## src/rtl/serialize_pkg.sv

```systemverilog
// rtl/serialize_pkg.sv - shared constants and helpers for the serialize block
package serialize_pkg;

  localparam int BYTE_WIDTH = 8;

  // Width of the byte index for a word of word_bytes bytes, never narrower than one bit
  function automatic int idx_width(input int word_bytes);
    int w;
    w = $clog2(word_bytes);
    return (w < 1) ? 1 : w;
  endfunction

endpackage

```

## src/rtl/serialize_if.sv

```systemverilog
// rtl/serialize_if.sv - word-in / byte-out handshake bundle for serialize
interface serialize_if
  import serialize_pkg::*;
#(
  parameter int WORD_BYTES = 52
) ();

  logic [BYTE_WIDTH*WORD_BYTES-1:0] in_data;
  logic                             in_valid;
  logic                             in_ready;
  logic [BYTE_WIDTH-1:0]            out_data;
  logic                             out_valid;
  logic                             out_ready;
  logic                             out_last;

  // Producer of words and consumer of bytes
  modport master (
    output in_data,
    output in_valid,
    input  in_ready,
    input  out_data,
    input  out_valid,
    output out_ready,
    input  out_last
  );

  // The width-down converter itself
  modport slave (
    input  in_data,
    input  in_valid,
    output in_ready,
    output out_data,
    output out_valid,
    input  out_ready,
    output out_last
  );

endinterface

```

## src/rtl/serialize_byte_word_register.sv

```systemverilog
// rtl/serialize_byte_word_register.sv - word register with load enable and valid flag
module byte_word_register #(
  parameter int WIDTH = 32
) (
  input  logic             clock,
  input  logic             reset,
  input  logic             load,
  input  logic [WIDTH-1:0] load_word,
  input  logic             valid_d,
  output logic [WIDTH-1:0] word_q,
  output logic             valid_q
);

  logic [WIDTH-1:0] word_d;

  // Take a new word only when load is asserted, otherwise keep the current one
  always_comb begin
    word_d = word_q;
    if (load) begin
      word_d = load_word;
    end
  end

  // Word and valid flag; reset discards whatever was stored
  always_ff @(posedge clock or negedge reset) begin
    if (!reset) begin
      word_q  <= '0;
      valid_q <= 1'b0;
    end else begin
      word_q  <= word_d;
      valid_q <= valid_d;
    end
  end

endmodule

```

## src/rtl/serialize.sv

```systemverilog
// rtl/serialize.sv - wide word to byte stream converter with one-word holding slot
module serialize
  import serialize_pkg::*;
#(
  parameter int WORD_BYTES = 52,
  parameter bit MSB_FIRST  = 1'b1
) (
  input logic       clock,
  input logic       reset,
  serialize_if.slave bus
);

  localparam int                   WORD_WIDTH = BYTE_WIDTH * WORD_BYTES;
  localparam int                   IDX_WIDTH  = idx_width(WORD_BYTES);
  localparam logic [IDX_WIDTH-1:0] LAST_IDX   = IDX_WIDTH'(WORD_BYTES - 1);

  logic [IDX_WIDTH-1:0]  idx_q;
  logic [IDX_WIDTH-1:0]  idx_d;
  logic                  busy_q;
  logic                  busy_d;
  logic                  hold_valid_q;
  logic                  hold_valid_d;

  logic                  shift_load;
  logic                  hold_load;
  logic [WORD_WIDTH-1:0] shift_load_word;
  logic [WORD_WIDTH-1:0] shift_word_q;
  logic [WORD_WIDTH-1:0] hold_word_q;

  logic                  in_ready_w;
  logic                  in_hs;
  logic                  out_hs;
  logic                  at_last;
  logic                  last_leaving;

  logic [IDX_WIDTH-1:0]                   byte_sel;
  logic [WORD_BYTES-1:0][BYTE_WIDTH-1:0]  shift_bytes;

  // Ready depends only on the hold slot, so it never follows out_ready combinationally
  assign in_ready_w   = reset & ~hold_valid_q;
  assign in_hs        = bus.in_valid & in_ready_w;
  assign out_hs       = busy_q & bus.out_ready;
  assign at_last      = (idx_q == LAST_IDX);
  assign last_leaving = out_hs & at_last;

  // Next-state routing of words between input, hold slot and shift slot
  always_comb begin
    idx_d           = idx_q;
    busy_d          = busy_q;
    hold_valid_d    = hold_valid_q;
    shift_load      = 1'b0;
    hold_load       = 1'b0;
    shift_load_word = bus.in_data;

    if (out_hs) begin
      if (!at_last) begin
        // idx stops at the last byte; it only advances below it
        idx_d = idx_q + IDX_WIDTH'(1);
      end else if (hold_valid_q) begin
        // Held word takes over in the same cycle, so the byte stream has no gap
        shift_load      = 1'b1;
        shift_load_word = hold_word_q;
        idx_d           = '0;
        hold_valid_d    = 1'b0;
      end else begin
        busy_d = 1'b0;
      end
    end

    // in_hs implies the hold slot is empty, so it never collides with the hold-to-shift move
    if (in_hs) begin
      if (!busy_q || last_leaving) begin
        // Idle, or the shift slot frees up this cycle: bypass the hold slot
        shift_load      = 1'b1;
        shift_load_word = bus.in_data;
        idx_d           = '0;
        busy_d          = 1'b1;
      end else begin
        hold_load    = 1'b1;
        hold_valid_d = 1'b1;
      end
    end
  end

  // Byte index; cleared by reset so a new word always starts at byte 0
  always_ff @(posedge clock or negedge reset) begin
    if (!reset) begin
      idx_q <= '0;
    end else begin
      idx_q <= idx_d;
    end
  end

  byte_word_register #(
    .WIDTH(WORD_WIDTH)
  ) u_shift (
    .clock    (clock),
    .reset    (reset),
    .load     (shift_load),
    .load_word(shift_load_word),
    .valid_d  (busy_d),
    .word_q   (shift_word_q),
    .valid_q  (busy_q)
  );

  byte_word_register #(
    .WIDTH(WORD_WIDTH)
  ) u_hold (
    .clock    (clock),
    .reset    (reset),
    .load     (hold_load),
    .load_word(bus.in_data),
    .valid_d  (hold_valid_d),
    .word_q   (hold_word_q),
    .valid_q  (hold_valid_q)
  );

  // Byte order: MSB_FIRST walks the word from its top byte downward
  always_comb begin
    shift_bytes = shift_word_q;
    byte_sel    = MSB_FIRST ? (LAST_IDX - idx_q) : idx_q;
  end

  assign bus.in_ready  = in_ready_w;
  assign bus.out_valid = busy_q;
  assign bus.out_last  = busy_q & at_last;
  assign bus.out_data  = shift_bytes[byte_sel];

endmodule

```

## src/flat_wrapper.sv

```systemverilog
// flat-port wrapper written by rule: the top's interface ports become plain ports
module serialize_flat import serialize_pkg::*;
#(
  parameter int WORD_BYTES = 52,
  parameter bit MSB_FIRST  = 1'b1
)
  (clock, reset, bus_in_data, bus_in_valid, bus_in_ready, bus_out_data, bus_out_valid, bus_out_ready, bus_out_last);
  serialize_if #(.WORD_BYTES(WORD_BYTES)) bus_i ();
  input logic clock;
  input logic reset;
  input wire logic [$bits(bus_i.in_data)-1:0] bus_in_data;
  input wire logic [$bits(bus_i.in_valid)-1:0] bus_in_valid;
  output wire logic [$bits(bus_i.in_ready)-1:0] bus_in_ready;
  output wire logic [$bits(bus_i.out_data)-1:0] bus_out_data;
  output wire logic [$bits(bus_i.out_valid)-1:0] bus_out_valid;
  input wire logic [$bits(bus_i.out_ready)-1:0] bus_out_ready;
  output wire logic [$bits(bus_i.out_last)-1:0] bus_out_last;
  assign bus_i.in_data = bus_in_data;
  assign bus_i.in_valid = bus_in_valid;
  assign bus_in_ready = bus_i.in_ready;
  assign bus_out_data = bus_i.out_data;
  assign bus_out_valid = bus_i.out_valid;
  assign bus_i.out_ready = bus_out_ready;
  assign bus_out_last = bus_i.out_last;
  serialize #(.WORD_BYTES(WORD_BYTES), .MSB_FIRST(MSB_FIRST)) u_core (.clock(clock), .reset(reset), .bus(bus_i));
endmodule
```

## config.mk

```make
export PLATFORM = sky130hd
export DESIGN_NAME = serialize_flat
export DESIGN_NICKNAME = d
export VERILOG_FILES = /design/src/rtl/serialize_pkg.sv /design/src/rtl/serialize_if.sv /design/src/rtl/serialize_byte_word_register.sv /design/src/rtl/serialize.sv /design/src/flat_wrapper.sv
export SDC_FILE = /design/constraint.sdc
export NUM_CORES = 1
export LEC_CHECK = 0
export ABC_CLOCK_PERIOD_IN_PS = 7600
export BUFFER_PORTS_ARGS = -buffer_cell sky130_fd_sc_hd__buf_4
export CAP_MARGIN = 10
export CORE_MARGIN = 4
export CORE_UTILIZATION = 32
export CTS_BUF_LIST = sky130_fd_sc_hd__clkbuf_4 sky130_fd_sc_hd__clkbuf_8 sky130_fd_sc_hd__clkbuf_16
export DETAILED_ROUTE_END_ITERATION = 6
export GPL_TIMING_DRIVEN = 0
export HOLD_SLACK_MARGIN = 0.08
export MAX_ROUTING_LAYER = met4
export SYNTH_ARGS = -nofsm -noshare
export SYNTH_HDL_FRONTEND = slang
export SYNTH_HIERARCHICAL = 1
export SYNTH_SLANG_ARGS = --single-unit
```

## constraint.sdc

```tcl
create_clock -name clock -period 7.6 [get_ports clock]
set_input_delay 0.38 -clock clock [delete_from_list [all_inputs] [get_ports clock]]
set_output_delay 0.38 -clock clock [all_outputs]
set_load 0.005 [all_outputs]
```

Yosys cells after proc, flatten, opt, wreduce, memory -nomap -nowiden
Cells that the tools add are included.
- bits in registers: 840
- output and inout port bits: 11
- logic and storage cells: 45
- bitwise logic cells: 6
- magnitude comparators: 1
- add/sub/neg operators: 2
- muxes and demuxes: 28
- reductions and logical operators: 2
- equality and inequality tests: 1
- operators by type and width (kind ; number):
    $mux 416 ; 5
    $bmux 8 s6 ; 1
    $mux 6 ; 5
    $mux 1 ; 16
    $mux 8 ; 1
    $lt 6x7->1 const B ; 1
    $add 6x1->6 const B ; 1
    $eq 6x6->1 const B ; 1
    $sub 6x6->6 const A ; 1
    $and 1x1->1 ; 5
    $logic_not 1->1 ; 1
    $logic_or 1x1->1 ; 1
    $not 1->1 ; 1

Depth between registers and ports, before layout
- word-level depth: 5
- gate-level depth with buffers: 11

Hierarchy
The synthesis kept the hierarchy.
- modules (own cells, without submodules) (module ; seq. area each (sq um) ; area each (sq um) ; cells an instance ; instances):
    byte_word_register ; 10435.0 ; 16338.2 ; 879 ; 2
    serialize ; 150.1 ; 9047.4 ; 1670 ; 1

Worst setup path before layout
Ideal clock, no wire load.
- path kind: flip-flop to flip-flop
- start: reg u_core.idx_q[2]
- end: reg u_core.u_shift.word_q[274]
- buffers on the path: 4
- path slack: 4.853 ns
- clock period less this slack: 2.747 ns
- library setup time: 0.125 ns
- arrival: 2.621 ns
- cell stages (with the launch flop): 12
- cells stage by stage: dfrtp_1 > buf_4 > clkinv_1 > ha_1 > and4_1 > nand2_1 > a21oi_1 > nand2b_1 > buf_6 > buf_6 > buf_8 > mux2_4
- word-level cells in the longest chain between the ends: 5
- RTL lines (what ; RTL line ; text):
    from (decl) ; serialize.sv:17 ; logic [IDX_WIDTH-1:0] idx_q;
    from (signal assigned) ; serialize.sv:90 ; idx_q <= idx_d;
    $eq 6x6->1 * ; serialize.sv:43 ; assign at_last = (idx_q == LAST_IDX);
    $mux 1 or $and 1x1->1 (tied branches) ; serialize.sv:56, serialize.sv:44 ;
    $mux 1 or $logic_or 1x1->1 (tied branches) ; serialize.sv:55, serialize.sv:72 ;
    $mux 1 ; serialize.sv:72 ; if (!busy_q || last_leaving) begin
    $mux 1 * ; serialize.sv:71 ; if (in_hs) begin
    net u_core.shift_load ; serialize.sv:24 ; logic shift_load;
    to (signal assigned) ; serialize_byte_word_register.sv:30 ; word_q <= word_d;
    to (decl) ; serialize_byte_word_register.sv:10 ; output logic [WIDTH-1:0] word_q,
Mark *: on every way through the listed nets, which the timed path passes. The rest lies on a longest branch.
A chain may end at the register's enable or synchronous reset.

Final worst setup path
- start: reg u_core.idx_q[2]
- end: out bus_out_data[0]
- word-level cells in the longest chain between the ends: 3
- RTL lines (what ; RTL line ; text):
    $sub 6x6->6 ; serialize.sv:121 ; byte_sel = MSB_FIRST ? (LAST_IDX - idx_q) : idx_q;
    $bmux 8 s6 ; serialize.sv:127 ; assign bus.out_data = shift_bytes[byte_sel];
    $mux 8 (not written as such) ; serialize.sv:127 ;
    to (decl) ; flat_wrapper.sv:14 ; output wire logic [$bits(bus_i.out_data)-1:0] bus_out_data;
No other way between the ends. The select of a mux whose other input is x is not followed.

==> reports/results.txt <==
Run status = complete, no violations
# IOs = 431
Clock sinks = 840
Fin crit period = 5.751 ns
Synthesized area = 0.04172 mm2
Final #Nets = 4808
Critical path data arrival time = 5.37 ns
Vias = 29730
Largest family of logic cells by synthesized area = multiplexers
Switching part of the total = 31.56%
Wire length per cell = 22.67 um
Final max-slew violation count = 0
Synth Area in Compound Gates = 1.170%
Drt total wl = 141200 um
Root Driver = clkbuf_16
LEAKAGE = 25.79 nW
Number of global-route vias before repair = 31280
Internal power = 13.54 mW
M3 GR Usage = 3.559%
Met1 usage = 27.87%
DRC = 0
DR iter-0 viols = 2334
Yosys warning total = 6
Core ar. = 0.1295 mm2
Max Cap Viol = 0
Via density = 4.773
Rows = 132
DRT Pass-1 Iters = 5
GR Util All Layers = 21.04%
Worst-case clock buffer depth = 3
Synthesized flop and latch total = 840
Psw = 6.245 mW
Final setup fails = 0
Slowest stage delay, CP = 0.67 ns
GR met2 Demand/Resource = 33.37%
XOR/XNOR Fraction of Synth Area = 0.1589%
Critical path cell sequence = buf_4, clkinv_1, ha_1, buf_2, buf_2, nor3_2, a22o_1, a211oi_1, o32ai_1, buf_4
Share of cells above drive strength 1 = 37.17%
Clock transition at the registers of the reported paths = 0.06 ns
Die Y = 369.1 um
Fin Clk Skew = 0.03844 ns
Setup CP Type = reg -> out
Clock power frac = 24.7%
Fin area = 0.05496 mm2
Comb pwr share = 34.5%
Gpl congestion = 0.8614
Post-layout util = 42.44%
Hold_ws = 0.1624 ns
Initial Utilization = 32.22%
Antenna violations before repair = 27
Placed insts = 5608
Multiplexer share of the synthesized area = 31.89%
Top Usage Layer GRT = met2
Area post-placement = 0.04736 mm2
RSZ-0062 raised after global routing = false
Seq/Total Area, Yosys = 50.38%
Sequential share of power = 40.8%
Post-CTS setup buffer count = 0
Filler cells = 12020
Port bufs = 430
GR Overflow Total = 0
Worst setup SP type = flop
H-Tree Depth = 3
Synthesis-to-layout area growth = 31.71%
First-pass GRT wire length = 207600 um
Leading cell type in the layout, fill and taps excluded = nand2_1
Final Hold Vio Count = 0
Syn Area/Cell = 12.17 um2
Most frequent cells in the layout = nand2_1, dfrtp_1, buf_4
Post-synth net total = 3851
Die area = 0.1362 mm2
Post-route ant nets = 0
Worst Path Max Fanout = 11
Peak supply drop = 0.1721 mV
CTS Buf Count = 97
Worst endpoint required time = 7.22 ns
Post-synth top flop = dfrtp_1
Async set-reset flop share out of synthesis = 100.0%
Number of flops mapped to enable cells by yosys = 0
Simple-gate share of the synthesized area = 12.37%
Post-Synth Adder-Cell Area = 0.08996%
Largest net degree at the start of global routing = 112
HP Class = in -> async
DP Worst Slack = 2.588 ns
CTS tree = done
CP Capture Type = output port
Finished Layout Cells = 6229
Relative slew slack = 24.77%
Max Clk Rate = 173.9 MHz
Period utilisation layout = 75.67%
Mapped Cells = 3428
P per Cell Area = 360.1 mW/mm2
Slowest-stage cell, CP = a211oi_1
Final worst slack = 1.849 ns
Die W = 369.1 um
Synth unique cells = 51
Clk_lat worst skew = 0.68 ns
Worst Tran Pin Value = 1.128 ns
DP HPWL = 101300 um
[stage by stage]
step                      setup TNS, ns  power (mW)
final                                 0       19.79
after global routing                  0       20.76
after CTS                             0       19.92
after detailed placement              0       14.72
after global placement         -6604.29       14.51
after floorplan                       0       12.07
[sequential cells by signal (all words and copies together), names as in the netlist]
register and flops:
u_core/u_shift/word_q 416, u_core/u_hold/word_q 416, u_core/idx_q 6, u_core/u_hold/valid_q 1
u_core/u_shift/valid_q 1
[synthesized netlist by cell type (all sizes together), types with 2 or more instances]
library cell | instances | area [um2]
o41ai | 2 | 17.52
inv | 2 | 7.510
nand3 | 24 | 120.1
a22o | 4 | 35.03
a21oi | 10 | 50.05
a211oi | 6 | 45.04
mux2i | 10 | 100.1
buf | 186 | 1499
o32ai | 4 | 35.03
nand4 | 8 | 50.05
xnor2 | 3 | 41.29
clkbuf | 36 | 135.1
dfrtp | 840 | 21020
o21ai | 9 | 45.04
a31oi | 2 | 12.51
a22oi | 18 | 135.1
mux2 | 838 | 10940
ha | 3 | 37.54
o211ai | 2 | 15.01
and3 | 11 | 68.82
mux4 | 100 | 2267
o22ai | 6 | 37.54
nand2 | 1255 | 4711
nor3 | 7 | 40.04
a221oi | 4 | 35.03
and2 | 3 | 18.77
xor2 | 2 | 25.03
nand4b | 2 | 17.52
nor2 | 15 | 56.30
nand2b | 3 | 18.77
nor2b | 5 | 31.28
[critical path, delay by kind of cell (launching register included)]
kind	cells	cell delay [ns]
buffers and inverters	5	2.06
adders and majority gates	1	0.59
and+or+nand+nor	1	0.20
AOI/OAI and AO/OA	3	1.44
DFF	1	0.41
[power groups by stage]
stage               Sequential, mW  Combinational [mW]  Clock (mW)
floorplan                     7.50                4.57           0
global placement              8.04                6.47           0
detailed placement            8.11                6.61           0
CTS                           8.06                6.83        5.03
global route                  8.32                7.22        5.22
finish                        8.08                6.82        4.89
[metal layers]
layer / wire length (um) / up-vias
met1: 63520 / 15190
li1: - / 13610
met2: 66530 / 753
met5: 0 / -
met3: 7301 / 182
met4: 3881 / 0
[final cells by class]
class                      instances  area (um2)  area share (%)
clock buffer                     131        2824           5.139
antenna                           26       65.06          0.1184
timing repair buffer             858        7655           13.93
tap                             1742        2180           3.966
multi-input combinational       2363       19060           34.68
clock inverter                    44       508.0          0.9244
sequential                       840       21020           38.25
buffer                           222        1634           2.973
inverter                           3       11.26         0.02049
[final timing paths]
check	to	startpoint	slack, ns	depth (start not counted)
setup / recovery	bus_out_data[0]	u_core/idx_q[2]$_DFF_PN0_	1.85	10
hold / removal	u_core/u_hold/word_q[303]$_DFFE_PN0P_	reset	0.16	2
setup reg to reg	u_core/u_shift/word_q[155]$_DFFE_PN0P_	u_core/idx_q[2]$_DFF_PN0_	3.32	10
hold reg to reg	u_core/u_shift/word_q[399]$_DFFE_PN0P_	u_core/u_shift/word_q[399]$_DFFE_PN0P_	0.48	1
max in group asynchronous	u_core/u_hold/word_q[27]$_DFFE_PN0P_	reset	5.59	5
min in group clock	u_core/u_hold/valid_q$_DFF_PN0_	bus_in_valid	0.22	4
[timing repair]
item                                   4_1_cts  5_1_grt
endpoints found under the hold margin     1029        0
resized for setup                            0        0
hold buffers                               419        0
[cells by family after synthesis]
| group | after synthesis |
|---|---|
| compound gates | 70 |
| xor+xnor | 5 |
| fa+ha+maj | 3 |
| buf+inv | 225 |
| flops | 840 |
| mux | 948 |
| simple gates | 1337 |
No activity file was read; power rests on OpenSTA's default activity.
